$ cat config.mk
export PLATFORM = sky130hd
export DESIGN_NAME = fft4_frame_ctrl
export DESIGN_NICKNAME = d
export VERILOG_FILES = /design/src/rtl/fft4_pkg.sv /design/src/rtl/fft4_frame_ctrl.sv
export SDC_FILE = /design/constraint.sdc
export NUM_CORES = 1
export LEC_CHECK = 0
export CAP_MARGIN = 20
export CELL_PAD_IN_SITES_DETAIL_PLACEMENT = 1
export CELL_PAD_IN_SITES_GLOBAL_PLACEMENT = 1
export CORE_ASPECT_RATIO = 1.5
export CORE_MARGIN = 4
export CORE_UTILIZATION = 47
export DETAILED_ROUTE_END_ITERATION = 12
export DONT_BUFFER_PORTS = 1
export GPL_TIMING_DRIVEN = 0
export PLACE_DENSITY = 0.72
export SLEW_MARGIN = 20
export SYNTH_ARGS = -nofsm -noshare
export SYNTH_HDL_FRONTEND = slang
export SYNTH_SLANG_ARGS = --single-unit
export TNS_END_PERCENT = 30
$ cat constraint.sdc
create_clock -name clk -period 2 [get_ports clk]
set_input_delay 0.3 -clock clk [delete_from_list [all_inputs] [get_ports clk]]
set_output_delay 0.3 -clock clk [all_outputs]
set_load 0.03 [all_outputs]
$ cat src/rtl/fft4_pkg.sv
// Shared types for the fft4 frame sequencer: controller states, sample index, default width.
package fft4_pkg;

  localparam int FFT_WIDTH = 32;

  typedef enum logic [2:0] {
    IDLE,
    FILL,
    LAUNCH,
    WAIT,
    DRAIN
  } state_t;

  typedef logic [1:0] idx_t;

endpackage

$ cat src/rtl/fft4_frame_ctrl.sv
// Frame sequencer around fft4: gathers four serial samples, launches the core, waits for done
// (with timeout), then drains the four bins serially with a last marker.
module fft4_frame_ctrl
  import fft4_pkg::*;
#(
  parameter int WIDTH   = FFT_WIDTH,
  parameter int TIMEOUT = 64,
  parameter int CNTW    = 16
) (
  input  logic                    clk,
  input  logic                    rst,
  input  logic                    s_valid,
  output logic                    s_ready,
  input  logic signed [WIDTH-1:0] s_data,
  output logic                    m_valid,
  input  logic                    m_ready,
  output logic signed [WIDTH-1:0] m_data,
  output logic                    m_last,
  output logic                    fft_start,
  input  logic                    fft_done,
  output logic signed [WIDTH-1:0] fft_in0,
  output logic signed [WIDTH-1:0] fft_in1,
  output logic signed [WIDTH-1:0] fft_in2,
  output logic signed [WIDTH-1:0] fft_in3,
  input  logic signed [WIDTH-1:0] fft_out0,
  input  logic signed [WIDTH-1:0] fft_out1,
  input  logic signed [WIDTH-1:0] fft_out2,
  input  logic signed [WIDTH-1:0] fft_out3,
  input  logic                    clr_err,
  output logic                    err,
  output logic [CNTW-1:0]         frame_cnt
);

  localparam int TW = (TIMEOUT > 2) ? $clog2(TIMEOUT) : 1;

  state_t                  state;
  state_t                  state_nx;
  idx_t                    idx;
  logic [TW-1:0]           tmo_cnt;
  logic signed [WIDTH-1:0] in_buf  [4];
  logic signed [WIDTH-1:0] out_buf [4];
  logic                    s_fire;
  logic                    m_fire;
  logic                    tmo_hit;

  assign s_fire  = s_valid & s_ready;
  assign m_fire  = m_valid & m_ready;
  // done in the final WAIT cycle takes priority over the abort
  assign tmo_hit = (state == WAIT) && !fft_done && (tmo_cnt == TW'(TIMEOUT - 1));

  assign fft_in0 = in_buf[0];
  assign fft_in1 = in_buf[1];
  assign fft_in2 = in_buf[2];
  assign fft_in3 = in_buf[3];
  assign m_data  = out_buf[idx];

  always_ff @(posedge clk or negedge rst) begin
    if (!rst) state <= IDLE;
    else      state <= state_nx;
  end

  always_comb begin
    state_nx = state;
    case (state)
      IDLE:    state_nx = FILL;
      FILL:    if (s_fire && idx == 2'd3) state_nx = LAUNCH;
      LAUNCH:  state_nx = WAIT;
      WAIT: begin
        if (fft_done)     state_nx = DRAIN;
        else if (tmo_hit) state_nx = FILL;
      end
      DRAIN:   if (m_fire && idx == 2'd3) state_nx = FILL;
      default: state_nx = IDLE;
    endcase
  end

  always_comb begin
    s_ready   = (state == FILL);
    fft_start = (state == LAUNCH);
    m_valid   = (state == DRAIN);
    m_last    = (state == DRAIN) && (idx == 2'd3);
  end

  always_ff @(posedge clk or negedge rst) begin
    if (!rst) begin
      idx       <= '0;
      tmo_cnt   <= '0;
      err       <= 1'b0;
      frame_cnt <= '0;
      for (int i = 0; i < 4; i++) begin
        in_buf[i]  <= '0;
        out_buf[i] <= '0;
      end
    end else begin
      if (state == WAIT) tmo_cnt <= tmo_cnt + 1'b1;
      else               tmo_cnt <= '0;

      if (state == FILL && s_fire) begin
        in_buf[idx] <= s_data;
        idx         <= idx + 2'd1;
      end

      if (state == WAIT && fft_done) begin
        out_buf[0] <= fft_out0;
        out_buf[1] <= fft_out1;
        out_buf[2] <= fft_out2;
        out_buf[3] <= fft_out3;
      end

      if (state == DRAIN && m_fire) begin
        idx <= idx + 2'd1;
        if (idx == 2'd3) frame_cnt <= frame_cnt + 1'b1;
      end

      if (tmo_hit)      err <= 1'b1;
      else if (clr_err) err <= 1'b0;
    end
  end

endmodule

# Yosys cells after proc, flatten, opt, wreduce, memory -nomap -nowiden
# Index checks and enable logic that the tools add are counted.
# op_classes
n_eq_ne	9
bitwise	3
magnitude_cmp	2
n_reduce_logical	15
addsub	3
muxes	16
# ops
operator	n
128-bit bitwise mux	1
32-bit two-way mux	3
32-bit binary-select mux with 2-bit select	1
32-bit demux with 2-bit select	1
16-bit by 1-bit adder with 16-bit output, second input constant	1
3-bit one-hot mux with 5 select lines	1
3-bit two-way mux	4
1-bit logical AND	9
6-bit by 1-bit adder with 6-bit output, second input constant	1
3-bit by 2-bit == test with 1-bit output, second input constant	2
6-bit == test, second input constant	1
6-bit two-way mux	1
2-bit two-way mux	2
2-bit by 1-bit != test with 1-bit output, second input constant	2
2-bit nonzero test	2
3-bit by 1-bit == test with 1-bit output, second input constant	1
3-bit == test, second input constant	1
3-bit >= comparator, second input constant	1
3-bit zero test	1
3-bit by 1-bit < comparator with 1-bit output, second input constant	1
3-bit != test, second input constant	1
2-bit inverter with 3-bit output	1
3-bit AND reduction	1
2-bit by 1-bit adder with 2-bit output, second input constant	1
other kinds (5)	7
# totals
ff_bits	284
output_inout_bits	181
in_bits	166
wordCells	61

# Longest topological paths before layout
# logic_depth
word_depth	6
ltp_mapped	7
depth_no_buf	5

# Worst setup path before layout
# OpenSTA, ideal clock, no wires.
# synth_timing
path_type	flip-flop to flip-flop
start	register idx[0]
end	register in_buf (netlist bit fft_in0[1])
t_arrival_ps	1906
path_slack_ps	-31
period_less_slack_ps	2031
n_path_buf	3
setup_time_ps	125
t_required_ps	1875
path_stages_with_launch	8
cell_sequence	dfrtp_1 -> clkbuf_1 -> buf_2 -> inv_1 -> ha_1 -> nand2_2 -> buf_2 -> mux2_2
# synth_via
elab_chain_cells	6
word_cells_on_any_way	7
cone_classes	order compare (2); mux (3); bitwise (1); reduce/logical (1)
# synth_rtl
item	line	rtl
start, declared	fft4_frame_ctrl.sv:38	idx_t idx;
start signal, assigned	fft4_frame_ctrl.sv:100	idx <= idx + 2'd1;
start signal, assigned	fft4_frame_ctrl.sv:111	idx <= idx + 2'd1;
2-bit inverter with 3-bit output (implied by the code) *	fft4_frame_ctrl.sv:99	in_buf[idx] <= s_data;
3-bit >= comparator (implied by the code) or 3-bit by 1-bit < comparator with 1-bit output (tied branches)	fft4_frame_ctrl.sv:99	
1-bit logical AND (implied by the code)	fft4_frame_ctrl.sv:99	
32-bit two-way mux (implied by the code)	fft4_frame_ctrl.sv:99	
32-bit demux with 2-bit select *	fft4_frame_ctrl.sv:99	
128-bit bitwise mux *	fft4_frame_ctrl.sv:99	
end signal, assigned by index	fft4_frame_ctrl.sv:99	
end, declared	fft4_frame_ctrl.sv:40	logic signed [WIDTH-1:0] in_buf [4];
# Every way passes the cells marked *; elsewhere a longest branch is shown, timed or not.
# A chain may end at the register's enable or synchronous reset.

# Worst setup path after layout
# layout_timing
start	register idx[0]
end	output port m_data[22]
# layout_via
elab_chain_cells	4
# layout_rtl
item	line	rtl
2-bit inverter with 3-bit output (implied by the code)	fft4_frame_ctrl.sv:55	assign m_data = out_buf[idx];
32-bit binary-select mux with 2-bit select	fft4_frame_ctrl.sv:55	
32-bit two-way mux (implied by the code) (2 in a row)	fft4_frame_ctrl.sv:55	
end, declared	fft4_frame_ctrl.sv:17	output logic signed [WIDTH-1:0] m_data,
# Every way passes these cells. The select of a mux whose other input is x is not followed.

==> Flow_metrics.wiki <==
{| class="wikitable"
! Metric !! Value
|-
| Highest metal layer with signal wires || met4
|-
| Non-filler instance count after layout || 1266
|-
| Vias/cell || 5.587
|-
| Max Freq || 445.7 MHz
|-
| Post-route DRC || 0
|-
| Slew Limit Headroom || 0.5822
|-
| Vias in the first global route || 8419
|-
| Area Overhead vs Synth || 28.00%
|-
| Worst-path cell chain || clkbuf_16 > buf_12 > mux4_2
|-
| Number of library cell types mapped by synthesis || 39
|-
| Vertical die dimension || 204.8 um
|-
| Setup-violating endpoint count in the final report || 34
|-
| Slowest cell on the critical path || sky130_fd_sc_hd__mux4_2
|-
| Endpoint of the worst register-to-register path || fft_in0[0]$_DFFE_PN0P_
|-
| Leakage Power || approximately 7 nW
|-
| Post-Synthesis Net Count || between 800 and 900
|-
| Critical path required time || about 1700 ps
|-
| Path depth of the worst reg2reg path || 6
|-
| Run status || complete, but fails checks
|-
| Buffers on Ports || 0
|-
| Post-layout nets || between 1000 and 1500
|-
| Ys async rst share || 1.000
|-
| Number of cells in the design after placement || 1034
|-
| Multi-input logic area || 0.004742 mm^2
|-
| Arrival @ worst endpoint || 1940 ps
|-
| Average instance area after synthesis || 17.18 um^2
|-
| Gp weighted congestion || between 0.8 and 0.9
|-
| Antenna violations before repair || 4
|-
| CTS clock-pin slew for the worst setup and hold paths || 60 ps
|-
| Post-synthesis share of cell area spent on full adders, half adders and majority gates || 0.006189
|-
| Area share of xor/xnor cells in the synthesized design || 0.01444
|-
| Max-cap violations || 0
|-
| Drt pass-1 iters || 4
|-
| Clock sinks || 284
|-
| Iter 0 DRT Violations || 273
|-
| Clock skew || 14.04 ps
|-
| Clock Tree Buf Depth || 3
|-
| Gate count of the mapped netlist || slightly above 700
|-
| Synthesis-stage register bit count || 284
|-
| Internal Dissipation || 17.07 mW
|-
| Worst setup path startpoint || idx[0]$_DFFE_PN0P_
|-
| Multiplexer share of the synthesized area || 0.3317
|-
| Wire length of the first global-routing pass || 53.40 mm
|-
| Maximum level of the CTS H-tree || 1
|-
| Total Die Area || 0.02850 mm^2
|-
| Crit path max fanout || 10
|-
| Site row count || 71
|-
| Residual antenna-violating net count after detailed routing || 0
|-
| TritonCTS buffer count || 28
|-
| Maximum number of pins on one net before global-route repair || 285
|-
| Endpoint kind of the worst setup timing path || output port
|-
| Insertion delay to the later sink of the worst-skew pair || 550 ps
|-
| Overall fraction of global-route tracks in use || 0.2420
|-
| Critical path class || register to output port
|-
| Buffer and inverter count on the worst path || 2
|-
| Initial Utilization || 0.4808
|-
| Pre-CTS setup slack || -972.2 ps
|-
| Longest individual stage delay on the worst path || 650 ps
|-
| Routed wl met2 || about 19 mm
|-
| Max-slew violations || 0
|-
| Switching part of the total || 0.4027
|-
| Worst Hold Class || input pin to asynchronous set/reset pin
|-
| Unrepaired setup endpoints after global routing || yes
|-
| Sequential cell fraction of total power || 0.463
|-
| Compound-Gate Fraction of Synth Area || 0.004332
|-
| Power Density || around 1800 mW/mm^2
|-
| WL met1 || 12.30 mm
|-
| I/O pins || 347
|-
| Tmin final || approximately 2200 ps
|-
| Top delay family on crit path || multiplexers
|-
| Floorplan die width || 139.2 um
|-
| HPWL after detailed placement || 21.59 mm
|-
| Final hold vios || 284
|-
| PnR worst setup slack || -243.8 ps
|-
| Pin slew with the least headroom to its limit || 624.0 ps
|-
| Origin of the critical flop-to-flop path || state[2]$_DFFE_PN0P_
|-
| Internal reg-to-reg setup slack || ~60 ps
|-
| Warnings from Yosys || 0
|-
| Routed wire length per instance || around 28 um
|-
| Hold Worst Slack || -539.8 ps
|-
| Share of power burned in the clock network || 0.201
|-
| Fill cell count || approximately 2200
|-
| Sequential cell area || roughly 0.007 mm^2
|-
| Post-Synth Simple-Gate Area || 0.02950
|-
| Primary FF master, synth || sky130_fd_sc_hd__dfrtp_1
|-
| CTS tree || yes
|-
| Root buffer cell || sky130_fd_sc_hd__clkbuf_16
|-
| Post-Syn Area || ~0.012 mm^2
|-
| CTS Hold Bufs || approximately 160
|-
| Share of final-layout standard cells stronger than drive strength 1 || 0.4272
|-
| Post-Route WL || 35.58 mm
|-
| Worst vdd ir || 1.005 mV
|-
| Overall overflow remaining after global route || 0
|-
| Sequential share of the synthesized area || 0.5859
|-
| Main combinational cell family by area after synthesis || multiplexers
|-
| Met3 wire length || 2.776 mm
|-
| Core area || 0.02523 mm^2
|-
| Number of vias in the routed layout || about 7100
|-
| Final clock period utilization by the worst path || 1.122
|-
| Switching power || 11.51 mW
|-
| Number of enable-type register cells in the synthesized netlist || 0
|-
| Violated checks || hold timing, setup timing
|-
| Worst setup SP type || register
|-
| Logic pwr share || 0.335
|}
-- flip-flops by register name (all words and copies together) (netlist names) --
signal / flops
out_buf: 128
fft_in0: 32
fft_in1: 32
fft_in2: 32
fft_in3: 32
frame_cnt: 16
tmo_cnt: 6
state: 3
idx: 2
err: 1
-- logic make-up after synthesis --
| family | after synthesis |
|---|---|
| mux | 289 |
| compound gates | 8 |
| buf+inv | 43 |
| xor+xnor | 20 |
| fa+ha+maj | 6 |
| flops | 284 |
| simple gates | 56 |
-- worst max-delay path by stage --
stage	endpoint	depth (start not counted)	slack (ps)
finish	m_data[22]	3	-240
global route	m_data[22]	3	-310
CTS	m_data[24]	3	-290
detailed placement	fft_in0[11]$_DFFE_PN0P_	7	-970
global placement	fft_in0[5]$_DFFE_PN0P_	7	-920
floorplan	fft_in0[1]$_DFFE_PN0P_	7	30
-- worst register-to-register path, delay by kind of cell, from the launching register on --
family        cells  cell delay [ps]
buf+inv           2              300
flops             1              370
mux               1              310
simple gates      3              840
-- synthesized netlist by cell type, drive strengths merged, types with 2 or more instances --
master	number	area, um^2
mux4	32	720.7
ha	6	75.07
xor2	6	52.55
nor3	2	26.28
and4	3	26.28
dfrtp	284	7107
mux2	257	3303
nand3	9	45.04
nor3b	3	32.53
buf	32	297.8
a21oi	2	10.01
and3	5	31.28
and2	3	20.02
inv	6	22.52
nand2	12	52.55
nand4	4	31.28
clkbuf	5	18.77
nand3b	3	35.03
xnor2	14	122.6
nor2	10	37.54
-- per-stage QoR --
stage	cell area [um^2]	utilization	hold WS (ps)	TNS, ps	power, mW
floorplan	12130	-	4.409	0	19.58
global placement	12540	0.4972	11.48	-81160	21.14
detailed placement	12540	0.4972	11.92	-85300	21.66
CTS	15310	0.6068	-573.8	-24500	28.04
global route	15530	0.6155	-577.1	-9811	29.72
finish	15530	0.6155	-539.8	-7184	28.58
-- layout by cell type (no fill, tap or decap), types with 6 or more instances in the layout --
master	n
sky130_fd_sc_hd__clkbuf_16	31
sky130_fd_sc_hd__clkbuf_8	6
sky130_fd_sc_hd__dfrtp_1	283
sky130_fd_sc_hd__nand2_1	9
sky130_fd_sc_hd__mux4_2	32
sky130_fd_sc_hd__nor2_1	10
sky130_fd_sc_hd__mux2_2	143
sky130_fd_sc_hd__xnor2_1	14
sky130_fd_sc_hd__dlygate4sd3_1	164
sky130_fd_sc_hd__buf_6	27
sky130_fd_sc_hd__mux2_4	109
sky130_fd_sc_hd__clkinv_2	7
sky130_fd_sc_hd__nand3_1	9
sky130_fd_sc_hd__buf_4	13
sky130_fd_sc_hd__xor2_1	6
-- power by group through the flow --
stage | Clock [mW] | Sequential, mW | Combinational, mW
after detailed placement | 0 | 13.1 | 8.56
after CTS | 5.83 | 13.0 | 9.16
after global routing | 6.14 | 13.5 | 10.1
final | 5.76 | 13.2 | 9.58
after global placement | 0 | 12.9 | 8.22
after floorplan | 0 | 12.2 | 7.34
-- metal layers --
layer / up-vias / track usage
li1: 2958 / -
met1: 3758 / 0.2574
met2: 309 / 0.4527
met3: 48 / 0.07543
met4: 0 / 0.08112
met5: - / 0
-- layout make-up --
class / instances / area share
inverter: 6 / 0.002256
tap: 328 / 0.02643
clock buffer: 37 / 0.05189
sequential: 284 / 0.4578
buffer: 37 / 0.02949
antenna: 4 / 0.0006446
clock inverter: 14 / 0.01297
multi-input combinational: 379 / 0.3054
timing repair buffer: 177 / 0.1131
-- what timing repair did --
action / CTS / global route
gates cloned: 0 / 1
endpoints found under the hold margin: 542 / 284
pin swaps: 0 / 5
setup buffers: 3 / 9
setup endpoints to repair: 132 / 161
resized for setup: 27 / 34
(Power assumes the default switching activity.)
